==> src/rtl/reel_spin_ctrl.sv <==
// reel_spin_ctrl -- three-reel slot-machine sequencer.
//
// Sits between the random digit generator and the digit-to-matrix
// converters. A start pulse spins all three reels. Every TICK_DIV clocks
// each moving reel steps by one, wrapping from 7 to 0. The reels then stop
// from left to right, and each one loads rnd_in on its stop tick. When the
// right reel has stopped, a one-cycle RESULT state pulses done. win and pair
// are valid in that same cycle.
//
// Ports:
//   clk       master clock
//   rst       synchronous active-high reset
//   start     one-cycle start pulse (ignored unless idle)
//   rnd_in    current random digit 0-7
//   rnd_en    random generator enable, high whenever not idle
//   reel1..3  left / middle / right reel digits
//   spinning  high while any reel is moving
//   done      one-cycle pulse, result valid
//   win       all three reels equal, held until next start or reset
//   pair      exactly two reels equal, held until next start or reset
module reel_spin_ctrl #(
  parameter int unsigned TICK_DIV       = 5000000,
  parameter int unsigned SPIN_TICKS     = 40,
  parameter int unsigned STOP_GAP_TICKS = 10
) (
  input  logic       clk,
  input  logic       rst,
  input  logic       start,
  input  logic [2:0] rnd_in,
  output logic       rnd_en,
  output logic [2:0] reel1,
  output logic [2:0] reel2,
  output logic [2:0] reel3,
  output logic       spinning,
  output logic       done,
  output logic       win,
  output logic       pair
);

  typedef enum logic [2:0] {
    ST_IDLE,
    ST_SPIN_ALL,
    ST_SPIN_23,
    ST_SPIN_3,
    ST_RESULT
  } state_e;

  localparam int unsigned PH_MAX = (SPIN_TICKS > STOP_GAP_TICKS) ? SPIN_TICKS : STOP_GAP_TICKS;
  localparam int TICK_W = (TICK_DIV > 1) ? $clog2(TICK_DIV) : 1;
  localparam int PH_W   = (PH_MAX > 1) ? $clog2(PH_MAX) : 1;

  localparam logic [TICK_W-1:0] TICK_LAST = TICK_W'(TICK_DIV - 1);
  localparam logic [PH_W-1:0]   SPIN_LAST = PH_W'(SPIN_TICKS - 1);
  localparam logic [PH_W-1:0]   GAP_LAST  = PH_W'(STOP_GAP_TICKS - 1);

  state_e            state_q, state_d;
  logic [TICK_W-1:0] tick_cnt_q, tick_cnt_d;
  logic [PH_W-1:0]   phase_cnt_q, phase_cnt_d;
  logic [2:0]        reel1_q, reel1_d;
  logic [2:0]        reel2_q, reel2_d;
  logic [2:0]        reel3_q, reel3_d;
  logic              win_q, win_d;
  logic              pair_q, pair_d;

  logic              spin_state;
  logic              tick;
  logic              stop_tick;
  logic [PH_W-1:0]   phase_last;

  always_comb begin
    // NOTE: every always_comb output gets a default first, so no path
    // leaves a signal unassigned and no latch is inferred.
    state_d     = state_q;
    tick_cnt_d  = tick_cnt_q;
    phase_cnt_d = phase_cnt_q;
    reel1_d     = reel1_q;
    reel2_d     = reel2_q;
    reel3_d     = reel3_q;
    win_d       = win_q;
    pair_d      = pair_q;

    spin_state = (state_q == ST_SPIN_ALL) || (state_q == ST_SPIN_23) ||
                 (state_q == ST_SPIN_3);
    tick       = spin_state && (tick_cnt_q == TICK_LAST);
    phase_last = (state_q == ST_SPIN_ALL) ? SPIN_LAST : GAP_LAST;
    // The stop tick is the last tick of the phase. On that tick the
    // stopping reel loads rnd_in instead of stepping.
    stop_tick  = tick && (phase_cnt_q == phase_last);

    // Both counters run only while spinning. Outside the spin states
    // they are parked at zero, so each spin starts from a clean phase.
    if (spin_state) begin
      tick_cnt_d = tick ? '0 : tick_cnt_q + TICK_W'(1);
      if (tick) begin
        phase_cnt_d = stop_tick ? '0 : phase_cnt_q + PH_W'(1);
      end
    end else begin
      tick_cnt_d  = '0;
      phase_cnt_d = '0;
    end

    unique case (state_q)
      ST_IDLE: begin
        if (start) begin
          state_d = ST_SPIN_ALL;
          win_d   = 1'b0;
          pair_d  = 1'b0;
        end
      end
      ST_SPIN_ALL: begin
        if (tick) begin
          reel1_d = stop_tick ? rnd_in : reel1_q + 3'd1;
          reel2_d = reel2_q + 3'd1;
          reel3_d = reel3_q + 3'd1;
          if (stop_tick) state_d = ST_SPIN_23;
        end
      end
      ST_SPIN_23: begin
        if (tick) begin
          reel2_d = stop_tick ? rnd_in : reel2_q + 3'd1;
          reel3_d = reel3_q + 3'd1;
          if (stop_tick) state_d = ST_SPIN_3;
        end
      end
      ST_SPIN_3: begin
        if (tick) begin
          reel3_d = stop_tick ? rnd_in : reel3_q + 3'd1;
          if (stop_tick) begin
            state_d = ST_RESULT;
            // Evaluate the flags from the final reel values, which include
            // the reel3 value loaded on this edge. This makes them valid
            // together with done.
            win_d  = (reel1_q == reel2_q) && (reel2_q == reel3_d);
            pair_d = !((reel1_q == reel2_q) && (reel2_q == reel3_d)) &&
                     ((reel1_q == reel2_q) || (reel2_q == reel3_d) ||
                      (reel1_q == reel3_d));
          end
        end
      end
      ST_RESULT: state_d = ST_IDLE;
      default:   state_d = ST_IDLE;
    endcase
  end

  // NOTE: state registers use non-blocking assignments, so every flop
  // samples the pre-edge values no matter how the statements are ordered.
  always_ff @(posedge clk) begin
    if (rst) begin
      state_q     <= ST_IDLE;
      tick_cnt_q  <= '0;
      phase_cnt_q <= '0;
      reel1_q     <= '0;
      reel2_q     <= '0;
      reel3_q     <= '0;
      win_q       <= 1'b0;
      pair_q      <= 1'b0;
    end else begin
      state_q     <= state_d;
      tick_cnt_q  <= tick_cnt_d;
      phase_cnt_q <= phase_cnt_d;
      reel1_q     <= reel1_d;
      reel2_q     <= reel2_d;
      reel3_q     <= reel3_d;
      win_q       <= win_d;
      pair_q      <= pair_d;
    end
  end

  assign reel1    = reel1_q;
  assign reel2    = reel2_q;
  assign reel3    = reel3_q;
  assign spinning = spin_state;
  assign rnd_en   = (state_q != ST_IDLE);
  assign done     = (state_q == ST_RESULT);
  assign win      = win_q;
  assign pair     = pair_q;

endmodule
==> config.mk <==
export PLATFORM = sky130hd
export DESIGN_NAME = reel_spin_ctrl
export DESIGN_NICKNAME = d
export VERILOG_FILES = /design/src/rtl/reel_spin_ctrl.sv
export SDC_FILE = /design/constraint.sdc
export NUM_CORES = 1
export LEC_CHECK = 0
export BUFFER_PORTS_ARGS = -buffer_cell sky130_fd_sc_hd__buf_2
export CAP_MARGIN = 20
export CELL_PAD_IN_SITES_DETAIL_PLACEMENT = 1
export CELL_PAD_IN_SITES_GLOBAL_PLACEMENT = 1
export CORE_MARGIN = 5
export CORE_UTILIZATION = 40
export CTS_BUF_LIST = sky130_fd_sc_hd__clkbuf_4 sky130_fd_sc_hd__clkbuf_8
export CTS_CLUSTER_DIAMETER = 60
export DETAILED_ROUTE_END_ITERATION = 12
export GPL_TIMING_DRIVEN = 1
export PLACE_DENSITY_LB_ADDON = 0.1
export SLEW_MARGIN = 10
export SYNTH_ARGS = -nofsm -noshare
export SYNTH_HDL_FRONTEND = slang
export SYNTH_SLANG_ARGS = --single-unit
==> constraint.sdc <==
create_clock -name clk -period 3.08 [get_ports clk]
set_input_delay 0.616 -clock clk [delete_from_list [all_inputs] [get_ports clk]]
set_output_delay 0.616 -clock clk [all_outputs]
set_load 0.1 [all_outputs]
Yosys cells after proc, flatten, opt, wreduce, memory -nomap -nowiden
Index checks and enable logic that the tools add are counted.
{ "op_classes": {"add_sub_neg": 5, "n_eq_ne": 17, "n_bitwise": 1, "muxes": 26, "reduce_logical": 22} }
{ "ops": {"columns": ["op", "n"], "rows": [
  ["$mux 3", 14],
  ["$add 23x1->23 const B", 1],
  ["$eq 23x23->1 const B", 1],
  ["$ne 2x2->1 const B", 7],
  ["$mux 6", 2],
  ["$pmux 3 s2", 2],
  ["$pmux 3 s4", 1],
  ["$add 3x1->3 const B", 3],
  ["$eq 3x3->1", 3],
  ["$reduce_and 7->1", 1],
  ["$add 6x1->6 const B", 1],
  ["$eq 3x2->1 const B", 2],
  ["$eq 6x6->1", 1],
  ["$reduce_and 3->1", 2],
  ["$reduce_bool 2->1", 3],
  ["$mux 1", 5],
  ["$logic_and 1x1->1", 4],
  ["$logic_or 1x1->1", 4],
  ["$pmux 1 s2", 2],
  ["$reduce_and 4->1", 1],
  ["$reduce_or 2->1", 2],
  ["$eq 3x1->1 const B", 1],
  ["$eq 3x3->1 const B", 1],
  ["$logic_not 3->1", 1],
  ["other kinds (6)", 6]
]} }
{ "word_totals": {"output_inout_bits": 14, "word_cells": 79, "inputBits": 6, "ff_bits": 43} }

Depth between registers and ports, before layout
{ "depth": {"depth_word": 13, "ltp_mapped": 11, "ltp_nobuf": 9} }

Worst setup path before layout
OpenSTA, ideal clock, no wires.
{ "synth_timing": {"path_kind": "register -> register", "startpoint": "reg tick_cnt_q[0]", "endpoint": "reg pair_q, in the netlist pair", "slack_ns": 0.672, "period_less_slack_ns": 2.408, "t_arrival_ns": 2.285, "path_stages_with_launch": 11, "setup_ns": 0.123, "n_path_buf": 1, "required_time_ns": 2.957, "path_cell_list": "dfxtp_1 ha_1 and2_1 nand4_1 nor4b_4 buf_6 mux2i_1 xnor2_1 nor3_1 a211o_1 o21ai_1"} }
{ "synth_between": {"elab_chain_cells": 11, "word_cells_on_any_way": 17, "classes_between": "eq/ne: 5; mux: 4; reduce/logical: 8"} }
{ "synth_lines": {"columns": ["element", "line_no", "text"], "rows": [
  ["start: declaration", "57", "logic [TICK_W-1:0] tick_cnt_q, tick_cnt_d;"],
  ["start signal: assignment", "159", "tick_cnt_q <= tick_cnt_d;"],
  ["$eq 23x23->1 (*)", "84", "tick = spin_state && (tick_cnt_q == TICK_LAST);"],
  ["$logic_and 1x1->1 (*)", "84", null],
  ["$logic_and 1x1->1", "88", "stop_tick = tick && (phase_cnt_q == phase_last);"],
  ["$mux 3", "127", "reel3_d = stop_tick ? rnd_in : reel3_q + 3'd1;"],
  ["$eq 3x3->1", "134, 135", null],
  ["$logic_and 1x1->1 / $logic_or 1x1->1 (equally long branches)", "134, 135", null],
  ["$logic_not 1->1 / $logic_or 1x1->1 (equally long branches)", "134, 135", null],
  ["$logic_and 1x1->1", "134", "pair_d = !((reel1_q == reel2_q) && (reel2_q == reel3_d)) &&"],
  ["$mux 1", "128", "if (stop_tick) begin"],
  ["$mux 1", "126", "if (tick) begin"],
  ["$pmux 1 s2", "102", "unique case (state_q)"],
  ["end signal: assignment", "165", "pair_q <= pair_d;"],
  ["end: declaration", "63", "logic pair_q, pair_d;"]
]} }
Every way passes the cells marked *; elsewhere a longest branch is shown, timed or not. The select of a mux whose other input is x is not followed.
A chain may end at the register's enable or synchronous reset.

Final worst setup path
{ "layout_timing": {"startpoint": "reg state_q[0]", "endpoint": "reg pair_q, in the netlist pair"} }
{ "layout_between": {"elab_chain_cells": 13, "word_cells_on_any_way": 26, "classes_between": "eq/ne: 9; mux: 5; reduce/logical: 12"} }
{ "layout_lines": {"columns": ["element", "line_no", "text"], "rows": [
  ["start: declaration", "56", "state_e state_q, state_d;"],
  ["start signal: assignment", "158", "state_q <= state_d;"],
  ["branches (longest 13 deep; another with $mux 6)", null, null]
]} }
Several ways; the timed one is not identified. The select of a mux whose other input is x is not followed.

==> impl_metrics.yaml <==
run_status:
  status: "completed"
clock_network:
  ctsResizeCount: 0
  cts.clk_slew.worst_paths_ns: 0.09
  post_cts_buffers: 0
  cts_buffers: 5
  h-tree-depth: 2
  cts_num_sinks: 43
  cts_tree: "yes"
  cts_hold_buf: 0
  worstSkewPairLatency_ns: 0.30
  clk_path_buf_depth: 2
  clockRootBuffer: "clkbuf_8"
power_and_ir_drop:
  intPower_uw: 809.4
  power.density_nw_per_um2: 414.2
  power_frac_comb: 0.043
  p_clk_frac: 0.422
  swShare: 0.2280
  power_switching_uw: 239.1
  seqPwrFrac: 0.535
  ir_drop_mv: 0.2608
  p_leak_nw: 0.9323
drt:
  drc: 0
  ant_nets: 0
  drtPass1Iterations: 4
  drt_iter0_drc: 41
  wirelength_um: 5357
  vias_per_cell: 5.188
  routedWlPerCell_um: 14.80
  vias: 1878
timing:
  setup_violations: 0
  fin_skew_ns: 0.005702
  slew_headroom: 0.6513
  rsz0062_at_grt: "false"
  final_hold_viol_count: 0
  fin_tns_setup_ns: 0
  tightest_slew_ns: 0.5176
  max_freq_mhz: 367.7
  min_period_over_period: 0.8830
  period_minus_slack_ns: 2.720
  slew_viol_final: 0
yosys:
  ys_seq_area_frac: 0.3824
  synth_area_um2: 2251
  async_reset_ff_frac: 0
  synth.distinct_cells: 46
  syn_nets: 279
  synthCells: 268
  syn_area_per_cell_um2: 8.399
  synth_edf_count: 0
  yosysTopAreaCellShare: 0.3824
  synth_area_leaders: "dfxtp_1, xor2_1, nor2_1, xnor2_1, nand2_1"
  yosys-top-cells-count: "nor2_1, dfxtp_1, xor2_1, nand2_1, xnor2_1"
  synth_top_area_cell: "dfxtp_1"
  yosys.cell_count.top_type: "nor2_1"
  ys_ff_latch: 43
  ys.flop_type: "dfxtp_1"
  yosysWarnings: 0
grt:
  grt-ovfl-total: 0
  antenna_found_initial: 0
  grt_first_pass_wirelength_um: 9266
  grt_usage: 0.1578
  grt_max_degree: 23
  grt_pass1_vias: 1924
critical_path:
  critPathMaxFanout: 10
  critPathKind: "register to register"
  crit_path_start_kind: "register"
  end_kind: "register"
  required_ns: 3.27
  critPathBufInv: 1
  crit_slowest_cell: "dfxtp_1"
  cp_top_family: "simple AND/OR/NAND/NOR gates"
  crit_path_cell_trace: "nor3b_1 -> mux2i_1 -> nor4b_4 -> buf_4 -> mux2i_1 -> xnor2_1 -> nor3_1 -> a211o_1 -> o21ai_1"
  arrival_ns: 2.91
  slowest_delay_ns: 0.51
  cpMostUsedCell: "mux2i_1"
placed_design:
  io_buffer_count: 19
  dp_cells: 352
  dpl.hpwl_um: 4044
  gp_congestion: 0.7253
flow_run:
  max_cap_violations: 0
final_layout:
  nNetsFinal: 300
  n_antenna_cell: 0
  syn_to_final_growth_pct: 12.45
  drive_gt1_frac: 0.1276
  instances_no_fill: 362
floorplanning:
  core_um2: 5473
  pin_count: 20
  die_area_um2: 7228
  die_w_um: 85.02
  num_rows: 27
  die_h_um: 85.02
  start_util: 0.4113
min_path:
  hp-class: "register to register"
state kept, by name, summed over array words and instances (netlist names):
name / count
reel2: 3
tick_cnt_q: 23
pair: 1
reel3: 3
reel1: 3
win: 1
state_q: 3
phase_cnt_q: 6
stage by stage:
step	power [mW]	hold WS [ns]	instance area (um2)	worst slack (ns)	utilization
after floorplan	0.6060	0.4375	2251	0.6719	-
after global placement	0.6194	0.4566	2404	0.3182	0.4392
after detailed placement	0.6197	0.4675	2404	0.2791	0.4392
after CTS	1.068	0.4910	2516	0.2400	0.4598
after global routing	1.095	0.5116	2531	0.04635	0.4625
final	1.048	0.4836	2531	0.3602	0.4625
kinds of logic (layout without fill, tap and decap cells):
family	count (synthesis)	after routing	synth area share
AO/OA/AOI/OAI	32	32	0.08394
XOR/XNOR	37	37	0.1440
adder cells (fa/ha/maj)	5	5	0.02779
buffers and inverters	14	36	0.02946
flip-flops	43	43	0.3824
multiplexers	6	6	0.02668
AND/OR/NAND/NOR	131	131	0.3057
area by class of cell:
class / count / area [um2]
Fill cell: 686 / 2942
Multi-Input combinational cell: 211 / 1324
Sequential cell: 43 / 860.8
Timing Repair Buffer: 23 / 125.1
Tap cell: 72 / 90.09
Clock buffer: 5 / 68.82
Clock inverter: 3 / 43.79
Inverter: 5 / 18.77
power by group through the flow:
| stage | clock, mW | combinational, mW | sequential [mW] |
|---|---|---|---|
| final | 0.443 | 0.0452 | 0.561 |
| after global routing | 0.484 | 0.0493 | 0.562 |
| after CTS | 0.461 | 0.0459 | 0.561 |
| after detailed placement | 0 | 0.0457 | 0.574 |
| after global placement | 0 | 0.0454 | 0.574 |
| after floorplan | 0 | 0.0344 | 0.572 |
worst paths after layout:
check             depth (start not counted)            end          start  slack (ns)
setup reg to reg                          9           pair     state_q[0]        0.36
hold reg to reg                           1  tick_cnt_q[0]  tick_cnt_q[0]        0.48
hold / removal                            1  tick_cnt_q[0]  tick_cnt_q[0]        0.48
setup / recovery                          9           pair     state_q[0]        0.36
per-layer routing:
metal | up-vias | part of all wire | GRT usage
met1 | 901 | 0.53 | 0.2239
met4 | 0 | 0.010 | 0.04748
met5 | - | 0 | 0
met3 | 4 | 0.024 | 0.03301
li1 | 959 | - | -
met2 | 14 | 0.44 | 0.2394
cells in the final DEF (no fill, tap or decap), drive strengths merged, types with 5 or more instances in the layout:
cell / netlist / routed
o21ai: 10 / 10
nand3: 11 / 11
nor2: 46 / 46
nor3: 7 / 7
mux2i: 6 / 6
and3: 6 / 6
nand4: 6 / 6
clkbuf: 4 / 5
xor2: 24 / 24
dfxtp: 43 / 43
and2: 5 / 5
a21oi: 12 / 12
buf: 5 / 23
inv: 5 / 5
xnor2: 13 / 13
nand2: 21 / 21
ha: 5 / 5
worst reg2reg max path: cells and delay by family (launching register included):
kind	cells	cell delay, ns
muxes	2	0.63
buffers and inverters	1	0.19
AOI/OAI and AO/OA	2	0.23
DFF	1	0.51
and+or+nand+nor	3	0.95
xor gates and xnor gates	1	0.11
Note: power is estimated with default switching activity, not from simulation.
